<file path="src/rtl/ad2tx_framer.sv">
// ad2tx_framer: reads a payload from the ADC-to-TX sample buffer and emits
// the framed stream A5 5A LEN_HI LEN_LO <payload> <checksum> to the TX
// serializer. Buffer read latency is absorbed by a small skid FIFO whose
// occupancy plus in-flight reads never exceeds its depth.
module ad2tx_framer #(
    parameter int AW     = 11,
    parameter int DW     = 8,
    parameter int RD_LAT = 2,
    parameter int FIFO_D = 4
) (
    input  logic          clk,
    input  logic          reset,
    input  logic          start,
    input  logic [AW-1:0] base_addr,
    input  logic [AW-1:0] frame_len,
    output logic          busy,
    output logic          done,
    output logic          rd_ce,
    output logic          rd_oce,
    output logic [AW-1:0] rd_addr,
    input  logic [DW-1:0] rd_data,
    output logic [DW-1:0] tx_data,
    output logic          tx_valid,
    input  logic          tx_ready,
    output logic          tx_last
);

    localparam int PW = (FIFO_D > 1) ? $clog2(FIFO_D) : 1;
    localparam int CW = $clog2(FIFO_D + 1);

    typedef enum logic [1:0] {
        S_IDLE,
        S_HDR,
        S_PAY,
        S_CSUM
    } state_t;

    state_t          state_q, state_d;
    logic [AW-1:0]   base_q, base_d;
    logic [AW-1:0]   len_q, len_d;
    logic [AW-1:0]   issued_q, issued_d;
    logic [AW-1:0]   pay_cnt_q, pay_cnt_d;
    logic [1:0]      hdr_idx_q, hdr_idx_d;
    logic [DW-1:0]   chk_q, chk_d;
    logic            busy_q, busy_d;
    logic            done_q, done_d;
    logic            tx_valid_q, tx_valid_d;
    logic            tx_last_q, tx_last_d;
    logic [DW-1:0]   tx_data_q, tx_data_d;
    logic [RD_LAT-1:0] vld_sr_q, vld_sr_d;
    logic [PW-1:0]   wr_ptr_q, wr_ptr_d;
    logic [PW-1:0]   rd_ptr_q, rd_ptr_d;
    logic [CW-1:0]   fifo_cnt_q, fifo_cnt_d;
    logic [DW-1:0]   fifo_mem [FIFO_D];

    logic            xfer_c;
    logic            push_c;
    logic            pop_c;
    logic            rd_ce_c;
    logic            fifo_ne_c;
    int              inflight_c;

    // Header byte for a given position; length is sent big-endian as 16 bits.
    function automatic logic [DW-1:0] hdr_byte(input logic [1:0] idx, input logic [AW-1:0] len);
        logic [15:0] len16;
        len16 = 16'(len);
        case (idx)
            2'd0:    hdr_byte = 8'hA5;
            2'd1:    hdr_byte = 8'h5A;
            2'd2:    hdr_byte = len16[15:8];
            default: hdr_byte = len16[7:0];
        endcase
    endfunction

    assign busy     = busy_q;
    assign done     = done_q;
    assign rd_oce   = 1'b1;
    assign rd_ce    = rd_ce_c;
    assign rd_addr  = base_q + issued_q;
    assign tx_data  = tx_data_q;
    assign tx_valid = tx_valid_q;
    assign tx_last  = tx_last_q;

    // Next-state logic: framing FSM, read issue with credit check, FIFO bookkeeping.
    always_comb begin
        state_d    = state_q;
        base_d     = base_q;
        len_d      = len_q;
        issued_d   = issued_q;
        pay_cnt_d  = pay_cnt_q;
        hdr_idx_d  = hdr_idx_q;
        chk_d      = chk_q;
        busy_d     = busy_q;
        done_d     = 1'b0;
        tx_valid_d = tx_valid_q;
        tx_last_d  = tx_last_q;
        tx_data_d  = tx_data_q;
        wr_ptr_d   = wr_ptr_q;
        rd_ptr_d   = rd_ptr_q;
        fifo_cnt_d = fifo_cnt_q;
        pop_c      = 1'b0;
        inflight_c = 0;

        xfer_c    = tx_valid_q & tx_ready;
        push_c    = vld_sr_q[RD_LAT-1];
        fifo_ne_c = (fifo_cnt_q != '0);

        for (int i = 0; i < RD_LAT; i++) begin
            inflight_c = inflight_c + int'(vld_sr_q[i]);
        end

        // Reads run through header and payload; the credit limit keeps the
        // FIFO from ever receiving more data than it can hold.
        rd_ce_c = ((state_q == S_HDR) || (state_q == S_PAY)) &&
                  (issued_q < len_q) &&
                  ((int'(fifo_cnt_q) + inflight_c) < FIFO_D);
        if (rd_ce_c) begin
            issued_d = issued_q + AW'(1);
        end

        vld_sr_d[0] = rd_ce_c;
        for (int i = 1; i < RD_LAT; i++) begin
            vld_sr_d[i] = vld_sr_q[i-1];
        end

        case (state_q)
            S_IDLE: begin
                if (start) begin
                    base_d     = base_addr;
                    len_d      = frame_len;
                    issued_d   = '0;
                    pay_cnt_d  = '0;
                    hdr_idx_d  = 2'd0;
                    chk_d      = '0;
                    busy_d     = 1'b1;
                    tx_valid_d = 1'b1;
                    tx_last_d  = 1'b0;
                    tx_data_d  = hdr_byte(2'd0, frame_len);
                    state_d    = S_HDR;
                end
            end
            S_HDR: begin
                if (xfer_c) begin
                    if (hdr_idx_q != 2'd3) begin
                        hdr_idx_d = hdr_idx_q + 2'd1;
                        tx_data_d = hdr_byte(hdr_idx_q + 2'd1, len_q);
                    end else if (len_q == '0) begin
                        tx_data_d = chk_q;
                        tx_last_d = 1'b1;
                        state_d   = S_CSUM;
                    end else begin
                        state_d = S_PAY;
                        if (fifo_ne_c) begin
                            pop_c     = 1'b1;
                            tx_data_d = fifo_mem[rd_ptr_q];
                        end else begin
                            tx_valid_d = 1'b0;
                        end
                    end
                end
            end
            S_PAY: begin
                if (xfer_c) begin
                    chk_d     = chk_q + tx_data_q;
                    pay_cnt_d = pay_cnt_q + AW'(1);
                    if ((pay_cnt_q + AW'(1)) == len_q) begin
                        // Last payload byte leaves: the checksum follows directly.
                        tx_data_d = chk_q + tx_data_q;
                        tx_last_d = 1'b1;
                        state_d   = S_CSUM;
                    end else if (fifo_ne_c) begin
                        pop_c     = 1'b1;
                        tx_data_d = fifo_mem[rd_ptr_q];
                    end else begin
                        tx_valid_d = 1'b0;
                    end
                end else if (!tx_valid_q && fifo_ne_c) begin
                    pop_c      = 1'b1;
                    tx_valid_d = 1'b1;
                    tx_data_d  = fifo_mem[rd_ptr_q];
                end
            end
            S_CSUM: begin
                if (xfer_c) begin
                    tx_valid_d = 1'b0;
                    tx_last_d  = 1'b0;
                    done_d     = 1'b1;
                    busy_d     = 1'b0;
                    state_d    = S_IDLE;
                end
            end
            default: begin
                state_d = S_IDLE;
            end
        endcase

        if (push_c) begin
            wr_ptr_d = (wr_ptr_q == PW'(FIFO_D - 1)) ? '0 : wr_ptr_q + PW'(1);
        end
        if (pop_c) begin
            rd_ptr_d = (rd_ptr_q == PW'(FIFO_D - 1)) ? '0 : rd_ptr_q + PW'(1);
        end
        case ({push_c, pop_c})
            2'b10:   fifo_cnt_d = fifo_cnt_q + CW'(1);
            2'b01:   fifo_cnt_d = fifo_cnt_q - CW'(1);
            default: fifo_cnt_d = fifo_cnt_q;
        endcase
    end

    // State register; reset abandons any frame and drops reads still in flight.
    always_ff @(posedge clk) begin
        if (reset) begin
            state_q    <= S_IDLE;
            base_q     <= '0;
            len_q      <= '0;
            issued_q   <= '0;
            pay_cnt_q  <= '0;
            hdr_idx_q  <= 2'd0;
            chk_q      <= '0;
            busy_q     <= 1'b0;
            done_q     <= 1'b0;
            tx_valid_q <= 1'b0;
            tx_last_q  <= 1'b0;
            tx_data_q  <= '0;
            vld_sr_q   <= '0;
            wr_ptr_q   <= '0;
            rd_ptr_q   <= '0;
            fifo_cnt_q <= '0;
        end else begin
            state_q    <= state_d;
            base_q     <= base_d;
            len_q      <= len_d;
            issued_q   <= issued_d;
            pay_cnt_q  <= pay_cnt_d;
            hdr_idx_q  <= hdr_idx_d;
            chk_q      <= chk_d;
            busy_q     <= busy_d;
            done_q     <= done_d;
            tx_valid_q <= tx_valid_d;
            tx_last_q  <= tx_last_d;
            tx_data_q  <= tx_data_d;
            vld_sr_q   <= vld_sr_d;
            wr_ptr_q   <= wr_ptr_d;
            rd_ptr_q   <= rd_ptr_d;
            fifo_cnt_q <= fifo_cnt_d;
        end
    end

    // Skid FIFO storage; holds data only, so it carries no reset.
    always_ff @(posedge clk) begin
        if (push_c) begin
            fifo_mem[wr_ptr_q] <= rd_data;
        end
    end

    // The credit limit makes a write into a full FIFO impossible.
    assert property (@(posedge clk) disable iff (reset)
                     !(push_c && (fifo_cnt_q == CW'(FIFO_D))));

endmodule

</file>
<file path="config.mk">
export PLATFORM = sky130hd
export DESIGN_NAME = ad2tx_framer
export DESIGN_NICKNAME = d
export VERILOG_FILES = /design/src/rtl/ad2tx_framer.sv
export SDC_FILE = /design/constraint.sdc
export NUM_CORES = 1
export LEC_CHECK = 0
export CAP_MARGIN = 30
export CORE_MARGIN = 5
export CORE_UTILIZATION = 45
export DETAILED_ROUTE_END_ITERATION = 10
export PLACE_DENSITY = 0.73
export RECOVER_POWER = 25
export SLEW_MARGIN = 0
export SYNTH_ARGS = -nofsm -noshare
export SYNTH_HDL_FRONTEND = slang
export SYNTH_SLANG_ARGS = --single-unit
</file>
<file path="constraint.sdc">
create_clock -name clk -period 4.2 [get_ports clk]
set_clock_uncertainty 0.1 [all_clocks]
set_input_delay 0.42 -clock clk [delete_from_list [all_inputs] [get_ports clk]]
set_output_delay 0.42 -clock clk [all_outputs]
set_load 0.02 [all_outputs]
</file>
==> run_results.csv <==
group,metric,value,unit
drt,drt_iter0_markers,516,
layout,num_antenna_cells,0,
logic_synthesis,synth-main-ff-cell,"dfxtp_1",
global_routing,grt_use_met1,0.2537,
critical_path,worstRegToRegCells,14,
placed_design,place.gp.congestion,0.8817,
logic_synthesis,synth_top_area_share,0.2334,
power,ir_worst_vdd,346.6,uV
layout,area.growth.synth_to_final,14.20,%
sta,hold_viol,0,
layout,fin_nets,885,
critical_path,cp_max_fo,4,
clock_tree,cts_inserted_buffers,9,
logic_synthesis,ys_seq_area_frac,0.3752,
sta,max_slew_margin,0.1986,
drt,routedWlPerCell,16.85,um
logic_synthesis,ys_warn_count,0,
power,powerDensity,483.7,nW/um^2
die,die_w,132.7,um
sta,slew_violations,0,
sta,period_needed,3.664,ns
min_path,hold-path-endpoint,"base_q[9]",
clock_tree,clk_latency,0.37,ns
die,design.core.area,14640,sq um
logic_synthesis,netlist_area,6776,sq um
clock_tree,post_cts_resized,0,
critical_path,rrSetupSlack,0.58,ns
critical_path,cp-start-kind,"flip-flop",
critical_path,max_stage_delay,0.63,ns
global_routing,grt_max_degree,48,
logic_synthesis,synth_top_area_cell,"dfxtp_1",
global_routing,grt_pass1_wl,27190,um
clock_tree,cts_root_buf,"clkbuf_16",
die,rows,44,
clock_tree,cts.sinks,111,
logic_synthesis,synth_common_cells,"nand2_1, dfxtp_1, a21oi_1",
logic_synthesis,synth_most_common_cell,"nand2_1",
critical_path,critPathKind,"flip-flop to output port",
critical_path,cp_top_family,"compound AO/OA/AOI/OAI gates",
global_routing,grt_util_met3,0.04062,
global_routing,top_usage_layer,"met2",
sta,rsz0062_at_grt,"false",
global_routing,grt_antenna_before_repair,0,
drt,wl,16700,um
placed_design,hpwl,12000,um
sta,fin_setup_tns,0,ns
global_routing,grt_util_met2,0.3035,
critical_path,cp-end-kind,"output port",
logic_synthesis,synth_cells,770,
die,initial_utilization,0.4627,
power,power_leakage,2.924,nW
sta,fmax,272.9,MHz
sta,finalWorstSetupSlack,0.5360,ns
critical_path,arrival,3.14,ns
placed_design,io_buffers,57,
critical_path,worstPathCellList,"ha_1, inv_1, fa_1, nor2b_1, o21ai_0, a21boi_0, o21ai_0, a21o_1, nand3_1, nor3b_1, clkdlybuf4s50_1",
drt,drcViolationCount,0,
drt,vias_per_cell,5.753,
critical_path,cpMostUsedCell,"o21ai_0",
critical_path,critical_path_depth,11,
placed_design,dp_slack,0.6391,ns
outcome,status,"complete, no violations",
sta,post-route-period-util,0.8724,
die,die_area,17610,sq um
critical_path,r2r-end,"fifo_cnt_q[2]",
clock_tree,clk_pin_slew_worst_paths,0.08,ns
clock_tree,ctsHoldBuffers,0,
clock_tree,htreeDepth,3,
min_path,min_path_type,"flip-flop to flip-flop",
critical_path,crit_required,3.68,ns
global_routing,grtUsageTotal,0.1891,
logic_synthesis,ys_top_cells_by_area,"dfxtp_1, edfxtp_1, ha_1, nand2_1, a21oi_1",
critical_path,r2r-start,"pay_cnt_q[0]",
logic_synthesis,syn-num-nets,853,
drt,antenna_left,0,
min_path,min_from,"base_q[9]",
drt,dr.pass1.iters,5,
layout,layout-drive-gt1-share,0.06072,
die,die_h,132.7,um
logic_synthesis,synth_area_per_cell,8.801,sq um
logic_synthesis,synth_edf_count,32,
global_routing,gr-total-overflow,0,
job,cap_viol_max_count,0,
global_routing,grt_pass1_vias,5294,
clock_tree,cts_setup_buffers,0,
sta,worst_pin_slew,1.202,ns
clock_tree,tritoncts,"yes",
critical_path,worst_path_max_delay_cell,"clkdlybuf4s50_1",
clock_tree,clock_path_buffers,2,
die,ios,59,
logic_synthesis,async_reset_ff_frac,0,
critical_path,crit_buf_inv,2,
sta,setup_viol,0,
drt,num_vias,5701,
min_path,hold_path_depth,2,
logic_synthesis,ys_seq_elements,111,
logic_synthesis,synth_cell_type_count,71,
-- worst reg2reg max path, cell delays in order (launching register included) --
cell and delay, ns:
dfxtp_1 0.45, ha_1 0.31, and3_1 0.27, xnor2_1 0.14, nor4_1 0.06, or4_1 0.53
nand4_1 0.22, a31oi_2 0.17, inv_1 0.09, ha_1 0.17, inv_1 0.06, fa_1 0.37
xor2_1 0.16, or3_1 0.31, a21oi_1 0.13
-- kinds of logic after synthesis --
logic type / synth area share
AND/OR/NAND/NOR: 0.1937
AO/OA/AOI/OAI: 0.1741
flip-flops: 0.3752
buffers and inverters: 0.04856
adder cells (fa/ha/maj): 0.09380
multiplexers: 0.07921
XOR/XNOR: 0.03490
other: 0.0005534
-- placed cells by master, fill, tap and decap left out, drive strengths merged, types with 24 or more instances in the layout --
cell           netlist  final
nand2              104    104
dfxtp               79     79
a21oi               76     76
nor2                56     56
clkdlybuf4s50        0     47
ha                  46     46
inv                 37     42
o21ai               34     34
edfxtp              32     32
mux2i               27     27
nand3               24     24
-- worst max path at each step --
stage / from / end / slack [ns]
floorplan: pay_cnt_q[0] / fifo_cnt_q[2] / 0.86
global placement: pay_cnt_q[0] / fifo_cnt_q[2] / 0.70
detailed placement: pay_cnt_q[0] / fifo_cnt_q[2] / 0.64
CTS: issued_q[0] / rd_addr[10] / 0.51
global route: issued_q[0] / rd_addr[10] / 0.26
finish: issued_q[0] / rd_addr[10] / 0.54
-- state kept, by name, indices dropped and copies added, names as in the netlist, 3 cells and up, named ones only --
register	flops
base_q	11
chk_q	8
fifo_cnt_q	3
fifo_mem	32
issued_q	11
len_q	11
pay_cnt_q	11
tx_data	8
-- metrics by stage --
step                      utilization  power [mW]  hold slack [ns]  std cells  area [sq um]
after floorplan                     -       2.382           0.3406        770          6777
final                          0.5285       3.743           0.3633        991          7739
after detailed placement       0.5069       2.846           0.3555        975          7423
after global placement         0.5069       2.823           0.3484        975          7423
after global routing           0.5285       3.978           0.3795        991          7739
after CTS                      0.5285       3.757           0.3668        991          7740
-- power by group --
group          total [mW]  internal, mW  switching, mW
logic                1.49         0.608          0.879
registers            1.35          1.21          0.133
clock network       0.909         0.436          0.473
total                3.74          2.26           1.49
-- routing by layer --
layer	share of wire	wire, um
met5	0	0
met4	0.019	309
met3	0.056	938
met2	0.47	7833
met1	0.46	7616
-- cell type report --
type / count / area (sq um)
sequential: 111 / 2542
tap: 184 / 230.2
clock inverter: 7 / 91.34
clock buffer: 9 / 225.2
inverter: 38 / 142.6
fill: 1336 / 6905
multi-input combinational: 580 / 3905
timing repair buffer: 62 / 601.8
No activity file was read; power rests on OpenSTA's default activity.
